===== src/rtl/enigma_pkg.sv =====
// Shared constants, enums and the notch table for the Enigma stepping controller.
package enigma_pkg;

  localparam int N_LETTERS = 26;
  localparam logic [4:0] LAST_LETTER = 5'(N_LETTERS - 1);

  localparam logic [2:0] OP_NOP       = 3'd0;
  localparam logic [2:0] OP_SET_POS   = 3'd1;
  localparam logic [2:0] OP_SET_TYPE  = 3'd2;
  localparam logic [2:0] OP_ENCRYPT   = 3'd3;
  localparam logic [2:0] OP_CLEAR_POS = 3'd4;

  typedef enum logic [2:0] {
    ROT_I   = 3'd0,
    ROT_II  = 3'd1,
    ROT_III = 3'd2,
    ROT_IV  = 3'd3,
    ROT_V   = 3'd4
  } rotor_t;

  typedef enum logic [2:0] {
    ST_IDLE,
    ST_STEP,
    ST_XLATE,
    ST_WAIT,
    ST_EMIT
  } state_t;

  function automatic logic [4:0] notch_of(input logic [2:0] t);
    case (t)
      ROT_I:   return 5'd16;
      ROT_II:  return 5'd4;
      ROT_III: return 5'd21;
      ROT_IV:  return 5'd9;
      ROT_V:   return 5'd25;
      default: return 5'd0;
    endcase
  endfunction

endpackage


===== src/rtl/rotor_pos_counter.sv =====
// One rotor position: mod-26 counter with load/step/clear and a notch detector.
module rotor_pos_counter
  import enigma_pkg::*;
(
  input  logic       clk,
  input  logic       rst,
  input  logic       clr,
  input  logic       load,
  input  logic [4:0] load_val,
  input  logic       step,
  input  logic [2:0] rtype,
  output logic [4:0] pos,
  output logic       at_notch
);

  logic [4:0] r_pos;

  always_ff @(posedge clk) begin
    if (rst || clr) begin
      r_pos <= '0;
    end else if (load) begin
      r_pos <= load_val;
    end else if (step) begin
      r_pos <= (r_pos == LAST_LETTER) ? 5'd0 : r_pos + 5'd1;
    end
  end

  assign pos      = r_pos;
  assign at_notch = (r_pos == notch_of(rtype));

endmodule


===== src/rtl/enigma_step_ctrl.sv =====
// Command decoder and stepping sequencer: owns rotor positions/types and runs
// the datapath start/done handshake for each ENCRYPT.
module enigma_step_ctrl
  import enigma_pkg::*;
#(
  parameter int N_ROT      = 3,
  parameter int DP_TIMEOUT = 15
) (
  input  logic               clk,
  input  logic               rst,
  input  logic               cmd_valid,
  output logic               cmd_ready,
  input  logic [2:0]         cmd_op,
  input  logic [4:0]         cmd_data,
  output logic [N_ROT*5-1:0] pos,
  output logic [N_ROT*3-1:0] rot_type,
  output logic               dp_start,
  output logic [4:0]         dp_char,
  input  logic               dp_done,
  input  logic [4:0]         dp_result,
  output logic               out_valid,
  output logic [4:0]         out_char,
  output logic               busy,
  output logic               err
);

  localparam int IDX_W = (N_ROT > 1) ? $clog2(N_ROT) : 1;
  localparam int TO_W  = $clog2(DP_TIMEOUT + 1);
  localparam logic [IDX_W-1:0] LAST_IDX = IDX_W'(N_ROT - 1);
  localparam logic [TO_W-1:0]  TO_LAST  = TO_W'(DP_TIMEOUT - 1);

  state_t                 r_state, w_next;
  logic [IDX_W-1:0]       r_li, r_ti;
  logic [N_ROT-1:0][2:0]  r_types;
  logic [4:0]             r_dp_char, r_out_char;
  logic [TO_W-1:0]        r_to_cnt;
  logic                   r_err;

  logic w_accept, w_letter_ok, w_type_ok, w_in_step, w_timeout;
  logic w_do_pos, w_do_type, w_do_clr, w_do_enc, w_cmd_err;
  logic [N_ROT-1:0][4:0]  w_pos;
  logic [N_ROT-1:0]       w_notch, w_load, w_step;

  assign w_accept    = cmd_valid && (r_state == ST_IDLE);
  assign w_letter_ok = (cmd_data <= LAST_LETTER);
  assign w_type_ok   = (cmd_data <= {2'b00, ROT_V});
  assign w_do_pos    = w_accept && (cmd_op == OP_SET_POS) && w_letter_ok;
  assign w_do_type   = w_accept && (cmd_op == OP_SET_TYPE) && w_type_ok;
  assign w_do_clr    = w_accept && (cmd_op == OP_CLEAR_POS);
  assign w_do_enc    = w_accept && (cmd_op == OP_ENCRYPT) && w_letter_ok;
  assign w_cmd_err   = w_accept &&
                       ((((cmd_op == OP_SET_POS) || (cmd_op == OP_ENCRYPT)) && !w_letter_ok) ||
                        ((cmd_op == OP_SET_TYPE) && !w_type_ok) ||
                        (cmd_op > OP_CLEAR_POS));
  assign w_in_step   = (r_state == ST_STEP);

  // Notch flags come from the pre-step positions; the leftmost rotor has no double-step.
  for (genvar g = 0; g < N_ROT; g++) begin : g_rot
    assign w_load[g] = w_do_pos && (r_li == IDX_W'(g));
    if (g == 0) begin : g_fast
      assign w_step[g] = w_in_step;
    end else begin : g_slow
      localparam bit DOUBLE = (g < N_ROT - 1);
      assign w_step[g] = w_in_step && (w_notch[g-1] || (DOUBLE && w_notch[g]));
    end
    rotor_pos_counter u_rot (
      .clk      (clk),
      .rst      (rst),
      .clr      (w_do_clr),
      .load     (w_load[g]),
      .load_val (cmd_data),
      .step     (w_step[g]),
      .rtype    (r_types[g]),
      .pos      (w_pos[g]),
      .at_notch (w_notch[g])
    );
  end

  always_comb begin
    w_next    = r_state;
    w_timeout = 1'b0;
    unique case (r_state)
      ST_IDLE:  if (w_do_enc) w_next = ST_STEP;
      ST_STEP:  w_next = ST_XLATE;
      ST_XLATE: w_next = ST_WAIT;
      ST_WAIT: begin
        if (dp_done) begin
          w_next = ST_EMIT;
        end else if (r_to_cnt == TO_LAST) begin
          w_timeout = 1'b1;
          w_next    = ST_IDLE;
        end
      end
      ST_EMIT:  w_next = ST_IDLE;
      default:  w_next = ST_IDLE;
    endcase
  end

  always_ff @(posedge clk) begin
    if (rst) begin
      r_state    <= ST_IDLE;
      r_li       <= '0;
      r_ti       <= '0;
      r_err      <= 1'b0;
      r_dp_char  <= '0;
      r_out_char <= '0;
      r_to_cnt   <= '0;
      for (int i = 0; i < N_ROT; i++) r_types[i] <= 3'(N_ROT - 1 - i);
    end else begin
      r_state <= w_next;
      if (w_do_clr) begin
        r_li  <= '0;
        r_ti  <= '0;
        r_err <= 1'b0;
      end else begin
        if (w_cmd_err || w_timeout) r_err <= 1'b1;
        if (w_do_pos) r_li <= (r_li == LAST_IDX) ? '0 : r_li + IDX_W'(1);
        if (w_do_type) begin
          r_types[r_ti] <= cmd_data[2:0];
          r_ti          <= (r_ti == LAST_IDX) ? '0 : r_ti + IDX_W'(1);
        end
      end
      if (w_do_enc) r_dp_char <= cmd_data;
      if ((r_state == ST_WAIT) && dp_done) r_out_char <= dp_result;
      r_to_cnt <= (r_state == ST_WAIT) ? r_to_cnt + TO_W'(1) : '0;
    end
  end

  assign cmd_ready = (r_state == ST_IDLE);
  assign busy      = ~cmd_ready;
  assign pos       = w_pos;
  assign rot_type  = r_types;
  assign dp_start  = (r_state == ST_XLATE);
  assign dp_char   = r_dp_char;
  assign out_valid = (r_state == ST_EMIT);
  assign out_char  = r_out_char;
  assign err       = r_err;

endmodule

===== config.mk =====
export PLATFORM = sky130hd
export DESIGN_NAME = enigma_step_ctrl
export DESIGN_NICKNAME = d
export VERILOG_FILES = /design/src/rtl/enigma_pkg.sv /design/src/rtl/rotor_pos_counter.sv /design/src/rtl/enigma_step_ctrl.sv
export SDC_FILE = /design/constraint.sdc
export NUM_CORES = 1
export LEC_CHECK = 0
export ABC_CLOCK_PERIOD_IN_PS = 4000
export CAP_MARGIN = 0
export CORE_UTILIZATION = 30
export DETAILED_ROUTE_END_ITERATION = 8
export GPL_TIMING_DRIVEN = 1
export HOLD_SLACK_MARGIN = 0.06
export PLACE_DENSITY_LB_ADDON = 0.2
export SLEW_MARGIN = 10
export SYNTH_ARGS = -nofsm -noshare
export SYNTH_HDL_FRONTEND = slang
export SYNTH_HIERARCHICAL = 1
export SYNTH_SLANG_ARGS = --single-unit
export TNS_END_PERCENT = 50

===== constraint.sdc =====
create_clock -name clk -period 4 [get_ports clk]
set_input_delay 1 -clock clk [delete_from_list [all_inputs] [get_ports clk]]
set_output_delay 1 -clock clk [all_outputs]
set_load 0.01 [all_outputs]

# Word-level counts from Yosys, hierarchy flattened
# Cells that the tools add are included.
# word_totals
register_bits,46
inputBits,17
output_inout_bits,39
word_cells,114
# op_classes
n_addsub,6
n_lt_le_gt_ge,5
n_eq_ne,27
n_mux,23
n_bitwise,3
n_reduce_logical,37
# op_table
cell,n
5-bit case mux with 5 select lines,2
5-bit two-way mux,9
3-bit by 2-bit == test with 1-bit output (second input constant),8
1-bit logical AND,18
5-bit by 1-bit adder with 5-bit output (second input constant),3
5-bit == test (second input constant),3
3-bit by 1-bit == test with 1-bit output (second input constant),4
3-bit == test (second input constant),4
3-bit two-way mux,4
3-bit case mux with 4 select lines,1
5-bit == test,2
9-bit bitwise mux,1
3-bit zero test,3
3-bit demux with 2-bit select,1
1-bit logical OR,6
2-bit nonzero test,3
5-bit by 3-bit <= comparator with 1-bit output (second input constant),1
5-bit <= comparator (second input constant),1
2-bit by 1-bit adder with 2-bit output (second input constant),2
4-bit by 1-bit adder with 4-bit output (second input constant),1
2-bit == test (second input constant),2
4-bit == test (second input constant),1
2-bit two-way mux,2
2-bit AND reduction,2
other kinds (11),17

# Longest topological paths before layout
# depth
ltp_word,7
mapped_depth,10

# By module
# The synthesis kept the hierarchy.
# modules_own_cells
module,n_inst,cells_each,area_per_inst_um2
rotor_pos_counter,3,59,452.9
enigma_step_ctrl,1,150,1347.5

# Least setup slack after synthesis
# No wires, ideal clock.
# synth_timing
kind,input -> register
start,in cmd_valid
end,reg g_rot[0].u_rot.r_pos[0]
setup_ns,0.115
arrival_ns,2.610
required_time_ns,3.885
slack_ns,1.275
stages,9
path_cell_list,nor4b_4 nand4b_1 or3_1 inv_1 clkbuf_1 nor2_1 a22oi_1 o21ai_0 and2_1
# synth_via
elab_chain_len,5
word_cells_on_any_way,8
# synth_lines
element,line_no,rtl
start: declaration,enigma_step_ctrl.sv:11,"input logic cmd_valid,"
1-bit logical AND *,enigma_step_ctrl.sv:44,assign w_accept = cmd_valid && (r_state == ST_IDLE);
1-bit logical AND * (2 in a row),enigma_step_ctrl.sv:47,assign w_do_pos = w_accept && (cmd_op == OP_SET_POS) && w_letter_ok;
1-bit logical AND *,enigma_step_ctrl.sv:59,assign w_load[g] = w_do_pos && (r_li == IDX_W'(g));
via w_load[0],enigma_step_ctrl.sv:42,"logic [N_ROT-1:0] w_notch, w_load, w_step;"
5-bit two-way mux or 2-bit nonzero test (tied branches),n/a,
end signal: assignment,rotor_pos_counter.sv:22,r_pos <= load_val;
end signal: assignment,rotor_pos_counter.sv:24,r_pos <= (r_pos == LAST_LETTER) ? 5'd0 : r_pos + 5'd1;
end: declaration,rotor_pos_counter.sv:16,logic [4:0] r_pos;
# Mark *: on every way through the listed nets, which the timed path passes. The rest lies on a longest branch.
# A chain may end at the register's enable or synchronous reset.

# Worst setup path after layout
# Same ends and word-level chain as after synthesis.

==> impl_metrics.yaml <==
critical_path:
  critical_path_class: "input pin to flip-flop"
  startpoint: "cmd_valid"
  worstRegToRegCells: 9
  required_ns: 4.20
  r2r_end: "g_rot[1].u_rot/pos[2]"
  endpoint: "g_rot[0].u_rot/pos[0]"
  cp.arrival_ns: 3.16
  rr_startpoint: "g_rot[0].u_rot/pos[2]"
  startpoint_type: "input pin"
  cp_max_fo: 11
  r2r_slack_ns: 1.41
  endpoint_kind: "flip-flop"
layout:
  antenna_cells: 0
  fin_util_pct: 40.41
  area_growth_syn_to_layout_pct: 30.16
  final_net_count: 386
  final_layout_size_suffix_gt1_share_pct: 5.525
synth:
  mappedNetlistArea_um2: 2564
  syn_area_per_cell_um2: 8.378
  synthCells: 306
  yosysWarnings: 6
  synthesis.nets: 331
timing:
  finalHoldViolCount: 0
  drv_slew: 0
  finalCriticalPeriod_ns: 2.962
  fin_ws_ns: 1.038
  whs_ns: 0.4721
  maxSlewHeadroom_pct: 55.94
  tightest_slew_ns: 0.6589
  clock.fmax_mhz: 337.6
  tns_ns: 0
  finalSetupViolCount: 0
  fin_skew_ns: 0.008302
  period_share_pct: 74.04
  rsz0062_at_grt: "false"
detailed_routing:
  via_per_inst: 5.049
  drc: 0
  num_vias: 2358
  routedWlPerCell_um: 14.10
  ant_nets: 0
  drt_iter0_markers: 126
  wl_mm: 6.583
  firstDrtPassIters: 4
worst_hold_path:
  hold_depth: 1
  hold_path_class: "flip-flop to flip-flop"
power:
  totalPowerFinal_mw: 0.9275
  p_leak_nw: 1.216
  ir_drop_mv: 0.1930
  powerDensity_nw_per_um2: 278.0
global_route:
  antenna_found_initial: 0
  track_usage_pct: 15.62
  grt_pass1_vias: 2195
  grt_pass1_wl_mm: 10.85
  grt_start_max_net_pins: 17
  grt-ovfl-total: 0
clock_tree:
  hold_buffers: 0
  clk_path_buf_depth: 2
  numClockSinks: 46
  h-tree-depth: 2
  cts_tree: "built"
  cts-root-buf: "clkbuf_8"
  clock_latency_ns: 0.30
  post_cts_buffers: 0
  cts_resized: 0
  cts.reportedPaths.clkPinSlew_ns: 0.09
  numCtsBuffers: 5
floorplan:
  initial_core_util_pct: 31.05
  die_w_um: 94.44
  dieHeight_um: 94.44
  die-area_um2: 8919
  ios: 56
  rows: 33
  coreArea_um2: 8258
placement:
  place_congestion: 0.8119
  pre_cts_slack_ns: 0.7289
  place_hpwl_mm: 4.724
  io_buffers: 55
job:
  cap_violations: 0
run_status:
  outcome: "completed"
==> critical path: stages <==
cell	delay, ns
clkdlybuf4s50_1	0.46
nor4b_4	0.32
nand4b_1	0.27
or3_1	0.39
inv_1	0.23
nor2_1	0.09
a22oi_1	0.13
o21ai_0	0.09
and2_1	0.16
==> report_power, final <==
part / switching, mW / leakage, nW / total [mW] / internal, mW
logic: 0.0638 / 0.796 / 0.134 / 0.0701
clock network: 0.162 / 0.0489 / 0.305 / 0.143
registers: 0.0200 / 0.371 / 0.488 / 0.468
total: 0.246 / 1.22 / 0.928 / 0.681
==> flip-flops by register name (all words and copies together) (netlist names) <==
register / flops
rot_type: 9
r_li: 2
err: 1
r_to_cnt: 4
out_char: 5
g_rot.u_rot/pos: 15
dp_char: 5
r_state: 3
r_ti: 2
==> per-layer routing <==
layer / global-route usage (%) / vias to the layer above / wire length [µm]
met5: 0 / - / 0
met4: 4.231 / 0 / 74
met3: 4.187 / 6 / 441
met2: 24.09 / 56 / 2836
met1: 21.33 / 1074 / 3230
li1: - / 1222 / -
==> metrics by stage <==
stage,cells,cell area (µm²)
finish,467,3337
global route,467,3337
CTS,467,3337
detailed placement,459,3242
global placement,459,3242
floorplan,306,2564
==> worst min-delay path by stage <==
stage / slack (ns) / startpoint / end
3_5_place_dp: 0.46 / r_to_cnt[0] / r_to_cnt[0]
3_3_place_gp: 0.45 / r_to_cnt[0] / r_to_cnt[0]
6_report: 0.47 / r_to_cnt[0] / r_to_cnt[0]
2_1_floorplan: 0.43 / r_to_cnt[0] / r_to_cnt[0]
5_1_grt: 0.51 / r_to_cnt[0] / r_to_cnt[0]
4_1_cts: 0.48 / r_to_cnt[0] / r_to_cnt[0]
==> area by class of cell <==
type | instances | area (µm²)
clock buffers | 7 | 86.33
clock inverters | 1 | 8.758
fillers | 840 | 4921
inverters | 13 | 48.80
multi-input cells | 232 | 1530
flip-flops and latches | 46 | 920.9
well taps | 105 | 131.4
repair buffers | 63 | 610.6
==> cell usage in the layout, fill, tap and decap left out, types with 3 or more instances in the layout <==
cell type / n
clkdlybuf4s50_1: 55
dfxtp_1: 46
nor2_1: 33
a21oi_1: 23
o21ai_0: 16
and2_1: 15
nand3_1: 15
nand2_1: 14
inv_1: 12
nor3b_1: 11
mux2i_1: 11
xor2_1: 9
ha_1: 8
buf_4: 8
nand4b_1: 7
nand4_1: 6
a211oi_1: 6
clkbuf_8: 6
nor2b_1: 5
nand3b_1: 4
o31ai_1: 4
nor3_1: 3
o211ai_1: 3
or3_1: 3
and4_1: 3
xnor2_1: 3
a22oi_1: 3
a311oi_1: 3
a2111oi_0: 3
(Power assumes the default switching activity.)
==> RTL edit: new RTL, same flow settings <==
The 5 states of `state_t` get a one-hot encoding in 5 bits.
--- a/src/rtl/enigma_pkg.sv
+++ b/src/rtl/enigma_pkg.sv
@@ -20,8 +20,8 @@
 
-  typedef enum logic [2:0] {
-    ST_IDLE,
-    ST_STEP,
-    ST_XLATE,
-    ST_WAIT,
-    ST_EMIT
+  typedef enum logic [4:0] {
+    ST_IDLE  = 5'b00001,
+    ST_STEP  = 5'b00010,
+    ST_XLATE = 5'b00100,
+    ST_WAIT  = 5'b01000,
+    ST_EMIT  = 5'b10000
   } state_t;
Function: no difference found for any inputs over 4 cycles, from zero or initial values and one cycle with rst high; so few cycles prove little.
==> RTL edit against the unedited design <==
Worst setup slack worse by 0.27 ns. Power is 0.14% higher. Final area is 3.9% higher. Register-to-register slack worse by 0.18 ns. Core utilization is 0.44 points lower. Routed wire length is 1.7% higher. Sequential cell count is 2 higher. Clock skew is 0.00083 ns lower. Area after synthesis is 4.8% higher. Critical path type unchanged. Highest routed layer unchanged.
==> RTL edit: results (changes against the unedited design) <==
- The flow ran to the end, and the final reports show no timing, DRC or antenna violations.
* Count of routing violations after the opening detailed-route iteration: 83 (-34%)
- Estimated wirelength of the detail-placed design: 4860 microns (+2.8%)
* Layout cells sized above 1: 6.03% (+0.50 points)
- The stage delay of the slowest cell on the critical path is 0.56 ns (+0.10 ns).
* Path class of the lowest-slack min-delay path: reg -> reg
* Wire length of the first global-routing pass: 11100 microns (+2.2%)
- Met2 GRT Util: 23.7% (-0.37 points)
- The fill cell instance count of the final layout is 915 (+8.9%).
- Number of input and output port buffers inserted: 55 (unchanged)
- The fraction of area in non-clock buffers was 16.7% (-1.6 points).
* Net total in the final layout: 389 (+0.78%)
- The flip-flop count of the largest register, all copies and words added was 15 (unchanged).
* Inverters, non-clock: 15 (+2)
- The fraction of area in clock buffers and inverters came to 3.32% (+0.47 points).
* Multi-input gate area: 1620 sq um (+5.9%)
* Maximum root-to-sink buffer count: 2 (unchanged)
* GR Util All Layers: 14.3% (-1.3 points)
- Pre-antenna DRT Iters: 4 (unchanged)
- The cell sitting at the root of the clock tree is a sky130_fd_sc_hd__clkbuf_8.
- The arrival time at the worst endpoint is 3.43 ns (+0.27 ns).
* Buffers outside the clock class: 59 (-6.3%)
* Clock buffer count in the final layout: 5 (-2)
- Post-route cell area: 3470 sq um (+3.9%)
* Maximum number of pins on one net before global-route repair: 30 (+13)
* Final antenna diode count: 0 (unchanged)
- Register cell area after layout: 961 sq um (+4.3%)
* Worst setup timing slack at the placement stage: 0.481 ns (-0.248 ns)
- The leakage power figure came to 1.28 nW (+5.3%).
- The number of vias in the routed layout was 2428 (+3.0%).
- Standard cell area after detailed placement: 3350 sq um (+3.4%)
- Count of multi-input combinational gates: 235 (+1.3%)
- The met3 track demand over resource came to 3.03% (-1.2 points).
* Hold Path Cell Cnt: 2 (+1)
* Worst-case reg-to-reg path depth: 10 (+1)
- Final weighted congestion in routability-driven placement: 0.826 (+1.7%)
- Total of cells resized after clock tree synthesis: 0 (unchanged)
* Net count after synthesis: 336 (+1.5%)
- The number of sequential cells was 48 (+4.3%).
* Number of global-route vias before repair: 2267 (+3.3%)
* Final worst clock skew: 0.00747 ns (-0.000828 ns)
- Maximum resistive drop on vdd: 0.000157 V (-19%)
* Total number of placement rows: 34 (+3.0%)
- Transition time at the pin with the least slew margin: 0.958 ns (+0.299 ns)
* Final non-filler cell total: 473 (+1.3%)
- Among cell families on the critical path, the largest total delay comes from simple AND/OR/NAND/NOR gates.
- The total wire length after detailed routing came to 6690 microns (+1.7%).
- The synthesized area divided by synthesized cell count was 8.64 sq um (+3.1%).
- The post-CTS setup repair buffer count came to 0 (unchanged).
* Met1 layer usage reported by global route: 19.2% (-2.1 points)
- The level count of the clock H-tree came to 2 (unchanged).
- The slowest stage of the critical path is the sky130_fd_sc_hd__clkdlybuf4s50_1 cell.
[RTL edit: cell types whose count changed in the layout (fill, tap and decap cells not counted), sizes merged, moves of 4 or more]
cell	unedited run	this run
o31ai	4	0
buf	8	4
a21oi	23	14
nand3b	4	9
nor3	3	7
nand2b	0	10
mux2i	11	16
nor2	33	28
[RTL edit: worst paths after layout]
check | from | endpoint | slack (ns)
hold / removal | rot_type[7] | rot_type[7] | 0.48
setup / recovery | cmd_data[1] | g_rot[1].u_rot/pos[3] | 0.77
setup reg to reg | g_rot[1].u_rot/pos[2] | g_rot[1].u_rot/pos[2] | 1.23
hold reg to reg | rot_type[7] | rot_type[7] | 0.48
[RTL edit: routing by layer]
metal	routed length [microns]	part of all wire, %
met5	0	0
met4	56	0.84
met3	300	4.5
met2	3090	46
met1	3250	49
[RTL edit: power by group]
part	internal [mW]	total (mW)	switching [mW]	leakage (nW)
clock	0.189	0.366	0.178	0.0548
combinational	0.0371	0.0750	0.0378	0.838
sequential	0.482	0.488	0.00581	0.387
